$ cat src/rtl/alu_pkg.sv
// Shared ALU definitions: datapath width, serial FSM states and a bit-level XNOR helper.
package alu_pkg;
    localparam int ALU_WIDTH = 8;

    typedef enum logic [1:0] {IDLE, SHIFT, DONE} ser_state_t;

    function automatic logic xnor_bit(input logic a, input logic b);
        return ~(a ^ b);
    endfunction
endpackage

$ cat src/rtl/xnor8_serial_if.sv
// Operand/result handshake bundle for the bit-serial XNOR unit.
interface xnor8_serial_if #(parameter int WIDTH = alu_pkg::ALU_WIDTH);
    logic             in_valid;
    logic             in_ready;
    logic [WIDTH-1:0] a;
    logic [WIDTH-1:0] b;
    logic             out_valid;
    logic             out_ready;
    logic [WIDTH-1:0] result;
    logic             eq;

    modport master (
        output in_valid, a, b, out_ready,
        input  in_ready, out_valid, result, eq
    );

    modport slave (
        input  in_valid, a, b, out_ready,
        output in_ready, out_valid, result, eq
    );
endinterface

$ cat src/rtl/serial_shifter.sv
// Load/shift-right register; exposes only the LSB since the serial datapath consumes one bit per cycle.
module serial_shifter #(
    parameter int WIDTH = 8
) (
    input  logic             clk,
    input  logic             rst,
    input  logic             i_load,
    input  logic             i_shift,
    input  logic [WIDTH-1:0] i_d,
    output logic             o_lsb
);
    logic [WIDTH-1:0] r_q;

    // Load has priority so a new operand can never be mixed with a stale shift.
    always_ff @(posedge clk) begin
        if (rst)          r_q <= '0;
        else if (i_load)  r_q <= i_d;
        else if (i_shift) r_q <= {1'b0, r_q[WIDTH-1:1]};
    end

    assign o_lsb = r_q[0];
endmodule

$ cat src/rtl/xnor8_serial.sv
// Bit-serial XNOR/equality unit: one bit pair per clock, LSB first, result rebuilt MSB-inward.
module xnor8_serial
    import alu_pkg::*;
#(
    parameter int WIDTH = ALU_WIDTH
) (
    input  logic           clk,
    input  logic           rst,
    xnor8_serial_if.slave  bus
);
    localparam int             CNT_W = (WIDTH > 1) ? $clog2(WIDTH) : 1;
    localparam logic [CNT_W-1:0] LAST = CNT_W'(WIDTH - 1);

    ser_state_t       r_state;
    logic [CNT_W-1:0] r_cnt;
    logic [WIDTH-1:0] r_result;
    logic             r_in_ready;
    logic             r_out_valid;

    logic w_accept;
    logic w_shift;
    logic w_a_lsb;
    logic w_b_lsb;

    assign w_accept = r_in_ready && bus.in_valid;
    assign w_shift  = (r_state == SHIFT);

    serial_shifter #(.WIDTH(WIDTH)) u_sh_a (
        .clk     (clk),
        .rst     (rst),
        .i_load  (w_accept),
        .i_shift (w_shift),
        .i_d     (bus.a),
        .o_lsb   (w_a_lsb)
    );

    serial_shifter #(.WIDTH(WIDTH)) u_sh_b (
        .clk     (clk),
        .rst     (rst),
        .i_load  (w_accept),
        .i_shift (w_shift),
        .i_d     (bus.b),
        .o_lsb   (w_b_lsb)
    );

    always_ff @(posedge clk) begin
        if (rst) begin
            r_state     <= IDLE;
            r_cnt       <= '0;
            r_result    <= '0;
            r_in_ready  <= 1'b1;
            r_out_valid <= 1'b0;
        end else begin
            case (r_state)
                IDLE: begin
                    if (w_accept) begin
                        r_cnt      <= '0;
                        r_result   <= '0;
                        r_in_ready <= 1'b0;
                        r_state    <= SHIFT;
                    end
                end
                SHIFT: begin
                    // New bit enters at the MSB; after WIDTH shifts bit 0 lands at result[0].
                    r_result <= {xnor_bit(w_a_lsb, w_b_lsb), r_result[WIDTH-1:1]};
                    r_cnt    <= r_cnt + 1'b1;
                    if (r_cnt == LAST) begin
                        r_out_valid <= 1'b1;
                        r_state     <= DONE;
                    end
                end
                DONE: begin
                    if (bus.out_ready) begin
                        r_out_valid <= 1'b0;
                        r_in_ready  <= 1'b1;
                        r_state     <= IDLE;
                    end
                end
                default: begin
                    r_out_valid <= 1'b0;
                    r_in_ready  <= 1'b1;
                    r_state     <= IDLE;
                end
            endcase
        end
    end

    assign bus.in_ready  = r_in_ready;
    assign bus.out_valid = r_out_valid;
    assign bus.result    = r_result;
    assign bus.eq        = &r_result;
endmodule

$ cat src/flat_wrapper.sv
// flat-port wrapper written by rule: the top's interface ports become plain ports
module xnor8_serial_flat import alu_pkg::*;
#(
    parameter int WIDTH = ALU_WIDTH
)
  (clk, rst, bus_in_valid, bus_a, bus_b, bus_out_ready, bus_in_ready, bus_out_valid, bus_result, bus_eq);
  xnor8_serial_if #(.WIDTH(WIDTH)) bus_i ();
  input  logic clk;
  input  logic rst;
  input wire logic [$bits(bus_i.in_valid)-1:0] bus_in_valid;
  input wire logic [$bits(bus_i.a)-1:0] bus_a;
  input wire logic [$bits(bus_i.b)-1:0] bus_b;
  input wire logic [$bits(bus_i.out_ready)-1:0] bus_out_ready;
  output wire logic [$bits(bus_i.in_ready)-1:0] bus_in_ready;
  output wire logic [$bits(bus_i.out_valid)-1:0] bus_out_valid;
  output wire logic [$bits(bus_i.result)-1:0] bus_result;
  output wire logic [$bits(bus_i.eq)-1:0] bus_eq;
  assign bus_i.in_valid = bus_in_valid;
  assign bus_i.a = bus_a;
  assign bus_i.b = bus_b;
  assign bus_i.out_ready = bus_out_ready;
  assign bus_in_ready = bus_i.in_ready;
  assign bus_out_valid = bus_i.out_valid;
  assign bus_result = bus_i.result;
  assign bus_eq = bus_i.eq;
  xnor8_serial #(.WIDTH(WIDTH)) u_core (.clk(clk), .rst(rst), .bus(bus_i));
endmodule
$ cat config.mk
export PLATFORM = sky130hd
export DESIGN_NAME = xnor8_serial_flat
export DESIGN_NICKNAME = d
export VERILOG_FILES = /design/src/rtl/alu_pkg.sv /design/src/rtl/xnor8_serial_if.sv /design/src/rtl/serial_shifter.sv /design/src/rtl/xnor8_serial.sv /design/src/flat_wrapper.sv
export SDC_FILE = /design/constraint.sdc
export NUM_CORES = 1
export LEC_CHECK = 0
export BUFFER_PORTS_ARGS = -buffer_cell sky130_fd_sc_hd__buf_2
export CAP_MARGIN = 20
export CORE_MARGIN = 4
export CORE_UTILIZATION = 42
export CTS_CLUSTER_DIAMETER = 100
export DETAILED_ROUTE_END_ITERATION = 16
export GPL_TIMING_DRIVEN = 0
export MAX_ROUTING_LAYER = met4
export PLACE_DENSITY_LB_ADDON = 0.3
export RECOVER_POWER = 50
export REMOVE_ABC_BUFFERS = 1
export SYNTH_ARGS = -nofsm -noshare
export SYNTH_HDL_FRONTEND = slang
export SYNTH_SLANG_ARGS = --single-unit
export TNS_END_PERCENT = 5
$ cat constraint.sdc
create_clock -name clk -period 1.2 [get_ports clk]
set_input_delay 0.12 -clock clk [delete_from_list [all_inputs] [get_ports clk]]
set_output_delay 0.12 -clock clk [all_outputs]
set_load 0.02 [all_outputs]
==> results.txt, run 1 <==
The flow ran to the end, and the final reports show no timing, DRC or antenna violations. The highest achievable clock rate came out at 870 MHz. The number of antenna violations at the first check in global routing is 0.

Between clock sinks in the finished design, the worst skew comes to 0.00772 ns. Data on the critical path is required at its endpoint by 1.42 ns. The fraction of final layout cells with drive strength greater than 1 is 0.417. Along the worst path, the maximum fanout reaches 10. The fraction of synthesized cell area taken by the top area cell type came out at 0.453.

The number of routed nets with antenna violations came out at 0. In this run the power density over the cells is 1270 nW/um^2. The floorplan step defined a die boundary enclosing 4240 um^2. For this block, the routed nets add up to 2.82 mm of wire.

Buffers inserted during clock tree synthesis total 5. The first-pass iteration count of the detailed router is 4. The final standard cell area without fillers is 1700 um^2. Setup violations remaining at the end of the flow were counted as 0. The per-cell routed wire length came out at 12.9 um.

The worst register-to-register path begins at u_core.bus.in_ready. The hold violation total from the final report is 0. The share of the Yosys chip area taken by registers is 0.453. In this run the worst setup path begins at u_core.bus.in_ready.

The chip width came out at 65.1 um. The distinct cell type count after synthesis came out at 25. The commonest cells after synthesis are sky130_fd_sc_hd__dfxtp_1, sky130_fd_sc_hd__nand2_1, sky130_fd_sc_hd__nor2_1. The maximum number of pins on one net before global-route repair came out at 32. The summed instance area of the synthesized netlist is 1370 um^2. The tree is rooted in a sky130_fd_sc_hd__clkbuf_4. The minimum clock period is 1.15 ns. The tightest min-delay check is of the in -> reg type. The number of synthesized flops with an enable pin came out at 0. The leftover overflow at the end of global routing is 0. The number of inserted diodes came out at 0.

At the end of routability-driven placement, the weighted congestion stood at 0.704. The worst setup path is of the reg -> reg kind. The worst setup path is launched from a flip-flop. For flop-to-flop paths, the worst setup slack is 0.05 ns. The number of global-route vias before repair is 1093. The count of state elements after synthesis came out at 31.

The TritonCTS clock tree is built. The transition time at the pin with the least slew margin is 0.557 ns. The die span in y is 65.1 um. The aggregate negative setup slack came out at 0 ns. The worst min-delay path startpoint is bus_out_ready. The maximum count of clock buffers along a single path is 2.

The arrival time at the worst endpoint is 1.37 ns. Sorting the synthesized cells by area gives the leading types as sky130_fd_sc_hd__dfxtp_1, sky130_fd_sc_hd__a311oi_2, sky130_fd_sc_hd__nand2_1. The total number of nets in the final design came out at 196. The number of max-cap violations came out at 0. The largest area contributor in the synthesized netlist is sky130_fd_sc_hd__dfxtp_1.

The number of rows created at floorplan is 20. Detailed placement ended at an HPWL of 1.88 mm. After synthesis, the share of flip-flops with an asynchronous set or reset is 0. A synthesized cell averages 9.66 um^2. Clock-pin slew was measured on the worst setup and hold paths at 0.09 ns. Of the available clock period, the critical path in the final layout requires 0.958. For this run, the leading register cell type out of synthesis is sky130_fd_sc_hd__dfxtp_1. The clock latency at the later pin of the worst-skew pair came out at 0.33 ns. The depth of the CTS H-tree came out at 2. During I/O placement, the number of pins put on the boundary was 31.

In this run the tightest slew margin relative to its limit is 0.629. Dividing the detail-routed via count by the number of cells gives 5.26. Buffers inserted to repair hold after CTS numbered 0. Setup repair after global routing could not meet its margin everywhere.

The wire length of the first global-routing pass is 4.78 mm. The number of fill cells in the layout came out at 309. In the global route stage, overall resource usage came out at 0.149. The cell area reported after detailed placement came out at 1490 um^2. The detailed-route DRC error count is 0. The clock net in this run drives a total of 31 sinks. The count of pins over their slew limit is 0. The leakage power of the design is 0.644 nW. The core outline area is 3080 um^2.

The layout overhead on the synthesized area is 23.7%. The vias after detailed routing is 1152. The overall power consumption came out at 2.15 mW. Across the VDD grid, the largest voltage drop is 0.621 mV.

The type of destination of the critical path is a flip-flop. The count of yosys warnings during synthesis is 0. The first routing iteration left 67 violations.

The initial cell density of the core is 0.446. The instance count of the mapped netlist came out at 142. The count of buffers from port buffering came out at 30.
## stage by stage
step                 util  setup slack, ns  hold WS [ns]  cells
floorplan               -           -0.542         0.188    131
global placement    0.483           -0.598         0.384    205
detailed placement  0.483           -0.656         0.392    205
CTS                 0.528         0.000515        0.0354    217
global route        0.551          -0.0445        0.0541    219
finish              0.551           0.0501        0.0444    219
## sequential cells by signal, indices dropped and copies added (netlist names)
| name | cells |
|---|---|
| u_core.bus.in_ready | 1 |
| u_core.bus.out_valid | 1 |
| u_core.bus.result | 8 |
| u_core.r_cnt | 3 |
| u_core.r_state | 2 |
| u_core.u_sh_a.r_q | 8 |
| u_core.u_sh_b.r_q | 8 |
## worst max-delay path: stages, from the launching register on
cell and delay [ns]:
sky130_fd_sc_hd__dfxtp_4 0.41, sky130_fd_sc_hd__a21oi_1 0.11, sky130_fd_sc_hd__o21ba_4 0.25, sky130_fd_sc_hd__mux2_2 0.27
## layout by cell type, fill, tap and decap left out, types with 2 or more instances in the layout
cell | synthesis | final
sky130_fd_sc_hd__dfxtp_2 | 0 | 8
sky130_fd_sc_hd__nor2_1 | 17 | 17
sky130_fd_sc_hd__dfxtp_1 | 31 | 20
sky130_fd_sc_hd__nand4_1 | 2 | 2
sky130_fd_sc_hd__a22o_1 | 9 | 9
sky130_fd_sc_hd__buf_4 | 0 | 4
sky130_fd_sc_hd__nand3_1 | 4 | 4
sky130_fd_sc_hd__clkbuf_8 | 0 | 2
sky130_fd_sc_hd__mux2_2 | 2 | 2
sky130_fd_sc_hd__nand2_1 | 31 | 30
sky130_fd_sc_hd__a311oi_1 | 4 | 3
sky130_fd_sc_hd__dfxtp_4 | 0 | 3
sky130_fd_sc_hd__clkbuf_4 | 0 | 5
sky130_fd_sc_hd__a21oi_1 | 7 | 6
sky130_fd_sc_hd__buf_2 | 2 | 25
sky130_fd_sc_hd__clkbuf_1 | 3 | 5
sky130_fd_sc_hd__a311oi_2 | 10 | 11
## layer usage
layer / global-route usage / up-vias / part of all wire
li1: - / 574 / -
met1: 0.172 / 535 / 0.45
met2: 0.240 / 36 / 0.47
met3: 0.0581 / 7 / 0.076
met4: 0.0466 / 0 / 0.013
met5: - / - / 0
## power by group
part | switching (mW) | internal, mW | total (mW)
Clock | 0.330 | 0.344 | 0.674
Sequential | 0.0478 | 1.09 | 1.14
Combinational | 0.181 | 0.152 | 0.333
## repair_timing
action | CTS | global route
setup buffers | 3 | 2
endpoints found under the setup margin | 30 | 20
resized for setup | 12 | 15
gates cloned | 1 | 0
pin swaps | 0 | 1
## layout make-up
| class | count | area, um^2 | share of cell area |
|---|---|---|---|
| clock buffers | 8 | 68.8 | 0.0406 |
| multi-input cells | 101 | 729 | 0.430 |
| flip-flops and latches | 31 | 642 | 0.378 |
| well taps | 44 | 55.1 | 0.0324 |
| repair buffers | 35 | 201 | 0.119 |
## final timing paths
check                                            end  cells past startpoint
worst max-delay path                 u_core.r_cnt[0]                      3
worst min-delay path             u_core.bus.in_ready                      3
worst max register to register       u_core.r_cnt[0]                      3
worst min register to register  u_core.u_sh_b.r_q[7]                      2
## logic make-up after synthesis
logic type / Yosys count / synth area share
simple gates: 61 / 0.201
compound gates: 34 / 0.241
flops: 31 / 0.453
buf+inv: 11 / 0.0648
mux: 2 / 0.0164
fa+ha+maj: 2 / 0.0182
xor+xnor: 1 / 0.00639
Note: power is estimated with default switching activity, not from simulation.
==> run 2, diff against run 1 <==
--- a/config.mk
+++ b/config.mk
@@ -5,6 +5,7 @@
 export SDC_FILE = /design/constraint.sdc
 export NUM_CORES = 1
 export LEC_CHECK = 0
+export ABC_AREA = 1
 export BUFFER_PORTS_ARGS = -buffer_cell sky130_fd_sc_hd__buf_2
 export CAP_MARGIN = 20
 export CORE_MARGIN = 4
==> run 2 against run 1 <==
Against the previous run:
- utilization decreased by 2.9 points
- combinational power rose by 17%
- power up 12%
- clock power grew 28%
- maximum frequency fell by 0.41%
- clock skew up 0.0011 ns
- non-clock buffer count is the same
- synthesized area is 6.5% higher
- sequential power is essentially flat
- cell area rose by 2.7%
- register-to-register slack is essentially flat
- critical path type is now reg -> out
- critical endpoint is now bus_eq
==> results.txt, run 2 <==
The aggregate negative setup slack is 0 ns (unchanged). The most used flip-flop cell after synthesis is sky130_fd_sc_hd__dfxtp_1. The leftover overflow at the end of global routing came out at 0 (unchanged).

By area the synthesized netlist is led by sky130_fd_sc_hd__dfxtp_1, sky130_fd_sc_hd__nand2_1, sky130_fd_sc_hd__nand3_1. The number of inserted diodes came out at 0 (unchanged). The highest net fanout along the worst path was 4 (-6). The worst-case clock skew is 0.00883 ns (+0.00111 ns). The worst min-delay path startpoint is bus_b[7]. The summed instance area of the synthesized netlist is 1460 um^2 (+6.5%). The fraction of synthesized cell area taken by the top area cell type is 0.425 (-0.0275).

The final number of setup-violating endpoints is 0 (unchanged). The clock buffer count from CTS is 5 (unchanged). The share of flip-flops with an asynchronous set or reset after synthesis came out at 0 (unchanged). The class of the tightest hold or removal check is in -> reg. The final weighted congestion of routability-driven global placement came out at 0.752 (+6.9%). The count of pins over their slew limit was 0 (unchanged).

The layout overhead on the synthesized area is 19.3%. The number of max-cap violations came out at 0 (unchanged). The synthesized design spends more area on one cell type than any other, namely sky130_fd_sc_hd__dfxtp_1. The number of antenna violations at the first check in global routing is 0 (unchanged). The cell type of the slowest stage on the worst timing path is sky130_fd_sc_hd__dfxtp_2.

The vias after detailed routing was 1390 (+21%). The total number of nets in the final design came out at 254 (+30%). The worst setup path is launched from a flip-flop. The worst setup timing slack at the placement stage came out at -0.550 ns (+0.106 ns). The depth of the CTS H-tree is 2 (unchanged). The highest achievable clock rate came to 866 MHz (-0.41%).

The count of buffers from port buffering is 30 (unchanged). The vias per cell is 4.98 (-5.3%). TritonCTS built the clock tree. The headroom to the max-slew limit is 0.644 (+0.0155).

The cell-internal power is 1.73 mW (+8.8%). The flow ran to the end, and the final reports show no timing, DRC or antenna violations. The tree is rooted in a sky130_fd_sc_hd__clkbuf_4. The violation count after the first detailed-routing iteration came out at 74 (+10%). The maximum VDD drop came out at 0.948 mV (+53%). The combined buffer and inverter count along the critical path is 1 (+1).

The worst setup path is captured at an output pin. The clock input transition at the sequential cells of the worst setup and hold paths came to 0.10 ns (about the same). In this run the worst setup path begins at u_core.bus.result[4]. The critical path is of the reg -> out type. The count of yosys warnings during synthesis came out at 0 (unchanged). The fraction of the cycle the final worst path needs came out at 0.962 (+0.00396).

Setup repair after global routing could not meet its margin everywhere. The initial cell density of the core was 0.438 (-0.00796). The worst setup slack after layout is 0.0453 ns (-0.00475 ns).

The cell family with the largest share of critical-path delay is flip-flops. The average instance area after synthesis is 7.09 um^2 (-27%). The leakage power of the design is 0.740 nW (+15%). In the layout the commonest cells are sky130_fd_sc_hd__nand2_1, sky130_fd_sc_hd__nand3_1, sky130_fd_sc_hd__a21oi_1. By count the netlist is led by sky130_fd_sc_hd__nand2_1, sky130_fd_sc_hd__nand3_1, sky130_fd_sc_hd__dfxtp_1.

The number of rows created at floorplan is 21 (+5.0%). The detailed-route DRC error count is 0 (unchanged). The power share of the clock group came to 0.362 (+0.048).

The share of the yosys chip area belonging to registers was 0.425 (-0.0275). The number of routed nets with antenna violations is 0 (unchanged). The net switching power is 0.668 mW (+19%). In this run the critical register-to-register path is launched from u_core.r_cnt[0]. The total power per unit cell area came out at 1380 nW/um^2 (+8.7%). The die span in y came out at 67.0 um (+2.8%). The instance count of the mapped netlist came out at 206 (+45%). The core outline area came out at 3340 um^2 (+8.4%). The biggest cell delay along the critical path is 0.36 ns (-0.05 ns). The sequential cell fraction of total power came out at 0.475 (-0.056).

The number of fill cells in the layout was 375 (+21%). The arrival time at the worst endpoint is 1.03 ns (-0.34 ns). Walking the worst path, the cells encountered are nand4_1 -> nor2_1 -> buf_4.

The count of state elements after synthesis was 31 (unchanged). The maximum count of clock buffers along a single path came out at 2 (unchanged). The total length of routed wires came to 3.16 mm (+12%).

The first-pass iteration count of the detailed router came out at 4 (unchanged). The transition time at the pin with the least slew margin came out at 0.534 ns (-0.0233 ns). The minimum setup slack among reg-to-reg paths is 0.05 ns (about the same). The number of global-route vias before repair was 1256 (+15%). The chip width came out at 67.0 um (+2.8%). Leaving out fill and tap cells, the most frequent cell in the layout is sky130_fd_sc_hd__nand2_1. The TritonCTS sink count is 31 (unchanged). The clock latency at the later pin of the worst-skew pair came out at 0.34 ns (about the same). The worst endpoint required time is 1.08 ns (-0.34 ns). The area enclosed by the die boundary came out at 4480 um^2 (+5.7%). The fraction of power spent switching nets is 0.279 (+0.0184). The per-cell routed wire length is 11.3 um (-12%). The number of top-level design ports is 31 (unchanged). The distinct cell type count after synthesis was 19 (-24%). The minimum clock period came out at 1.15 ns (+0.00475 ns). The logic gate share of total power came out at 0.163 (+0.008). The wire length of the first global-routing pass is 5.25 mm (+9.8%). The number of hold-repair buffers added at the cts stage is 0 (unchanged). The all-layer global routing usage is 0.158 (+0.00918). By instance count, the leading cell after synthesis is sky130_fd_sc_hd__nand2_1. The number of synthesized flops with an enable pin is 0 (unchanged). The estimated wirelength of the detail-placed design was 1.98 mm (+5.2%).

The fraction of final layout cells with drive strength greater than 1 is 0.232 (-0.185). The hold violation total from the final report came out at 0 (unchanged). The maximum number of pins on one net before global-route repair is 34 (+6.3%).
[run 2: cell count changes after synthesis, moves of 3 or more]
cell,previous run,this run
sky130_fd_sc_hd__a311oi_2,10,0
sky130_fd_sc_hd__buf_4,0,3
sky130_fd_sc_hd__nor2_1,17,4
sky130_fd_sc_hd__a21oi_1,7,29
sky130_fd_sc_hd__inv_1,0,8
sky130_fd_sc_hd__nand3_1,4,43
sky130_fd_sc_hd__nand2_1,31,64
sky130_fd_sc_hd__a22o_1,9,0
sky130_fd_sc_hd__buf_2,2,6
sky130_fd_sc_hd__a311oi_1,4,0
[run 2: cell families (layout without fill, tap and decap cells)]
| family | count (synthesis) | count (layout) | share of synthesized area |
|---|---|---|---|
| AOI/OAI and AO/OA | 30 | 30 | 0.103 |
| adders and majority gates | 2 | 2 | 0.0171 |
| buffers and inverters | 25 | 52 | 0.0985 |
| DFF | 31 | 31 | 0.425 |
| and+or+nand+nor | 118 | 118 | 0.356 |
[run 2: worst paths after layout]
kind	endpoint	depth (start not counted)
worst max-delay path	bus_eq	3
worst min-delay path	u_core.u_sh_b.r_q[7]	3
worst max register to register	u_core.r_state[0]	4
worst min register to register	u_core.bus.result[4]	2
[run 2: per-layer routing]
layer  GRT usage  vias to the layer above  routed length, um
met5           -                        -                  0
met3      0.0405                        7                187
li1            -                      731                  -
met2       0.254                       37               1430
met4      0.0759                        0                 55
met1       0.184                      615               1490
[run 2: per-stage QoR]
stage / instance area, um^2 / power [mW] / hold slack, ns / util / cells
2_1_floorplan: 1350 / 1.37 / 0.189 / - / 190
3_3_place_gp: 1560 / 1.49 / 0.388 / 0.467 / 266
3_5_place_dp: 1560 / 1.49 / 0.391 / 0.467 / 266
4_1_cts: 1710 / 2.39 / 0.0292 / 0.511 / 274
5_1_grt: 1740 / 2.52 / 0.0484 / 0.522 / 279
6_report: 1740 / 2.40 / 0.0342 / 0.522 / 279
[run 2: worst register-to-register path, stage by stage, from the launching register on]
cell                      delay [ns]
sky130_fd_sc_hd__dfxtp_1        0.35
sky130_fd_sc_hd__ha_1           0.20
sky130_fd_sc_hd__ha_1           0.20
sky130_fd_sc_hd__or2_1          0.23
sky130_fd_sc_hd__a21oi_1        0.11
[run 2: final cells by class]
class                      count  area, um^2  share of cell area
clock buffer                   6        51.3              0.0295
tap                           46        57.6              0.0330
timing repair buffer          35         184               0.106
multi-input combinational    150         744               0.427
inverter                       9        33.8              0.0194
sequential                    31         636               0.365
clock inverter                 2        35.0              0.0201
[run 2: repair_timing]
item | CTS | global route
buffers inserted | 0 | 5
endpoints found under the setup margin | 33 | 29
resized for setup | 18 | 2
[run 2: power groups by stage]
stage          clock (mW)  sequential (mW)  combinational [mW]
3_3_place_gp            0             1.16               0.329
6_report            0.866             1.14               0.390
4_1_cts             0.884             1.15               0.357
3_5_place_dp            0             1.16               0.331
5_1_grt             0.920             1.15               0.450
2_1_floorplan           0             1.16               0.209
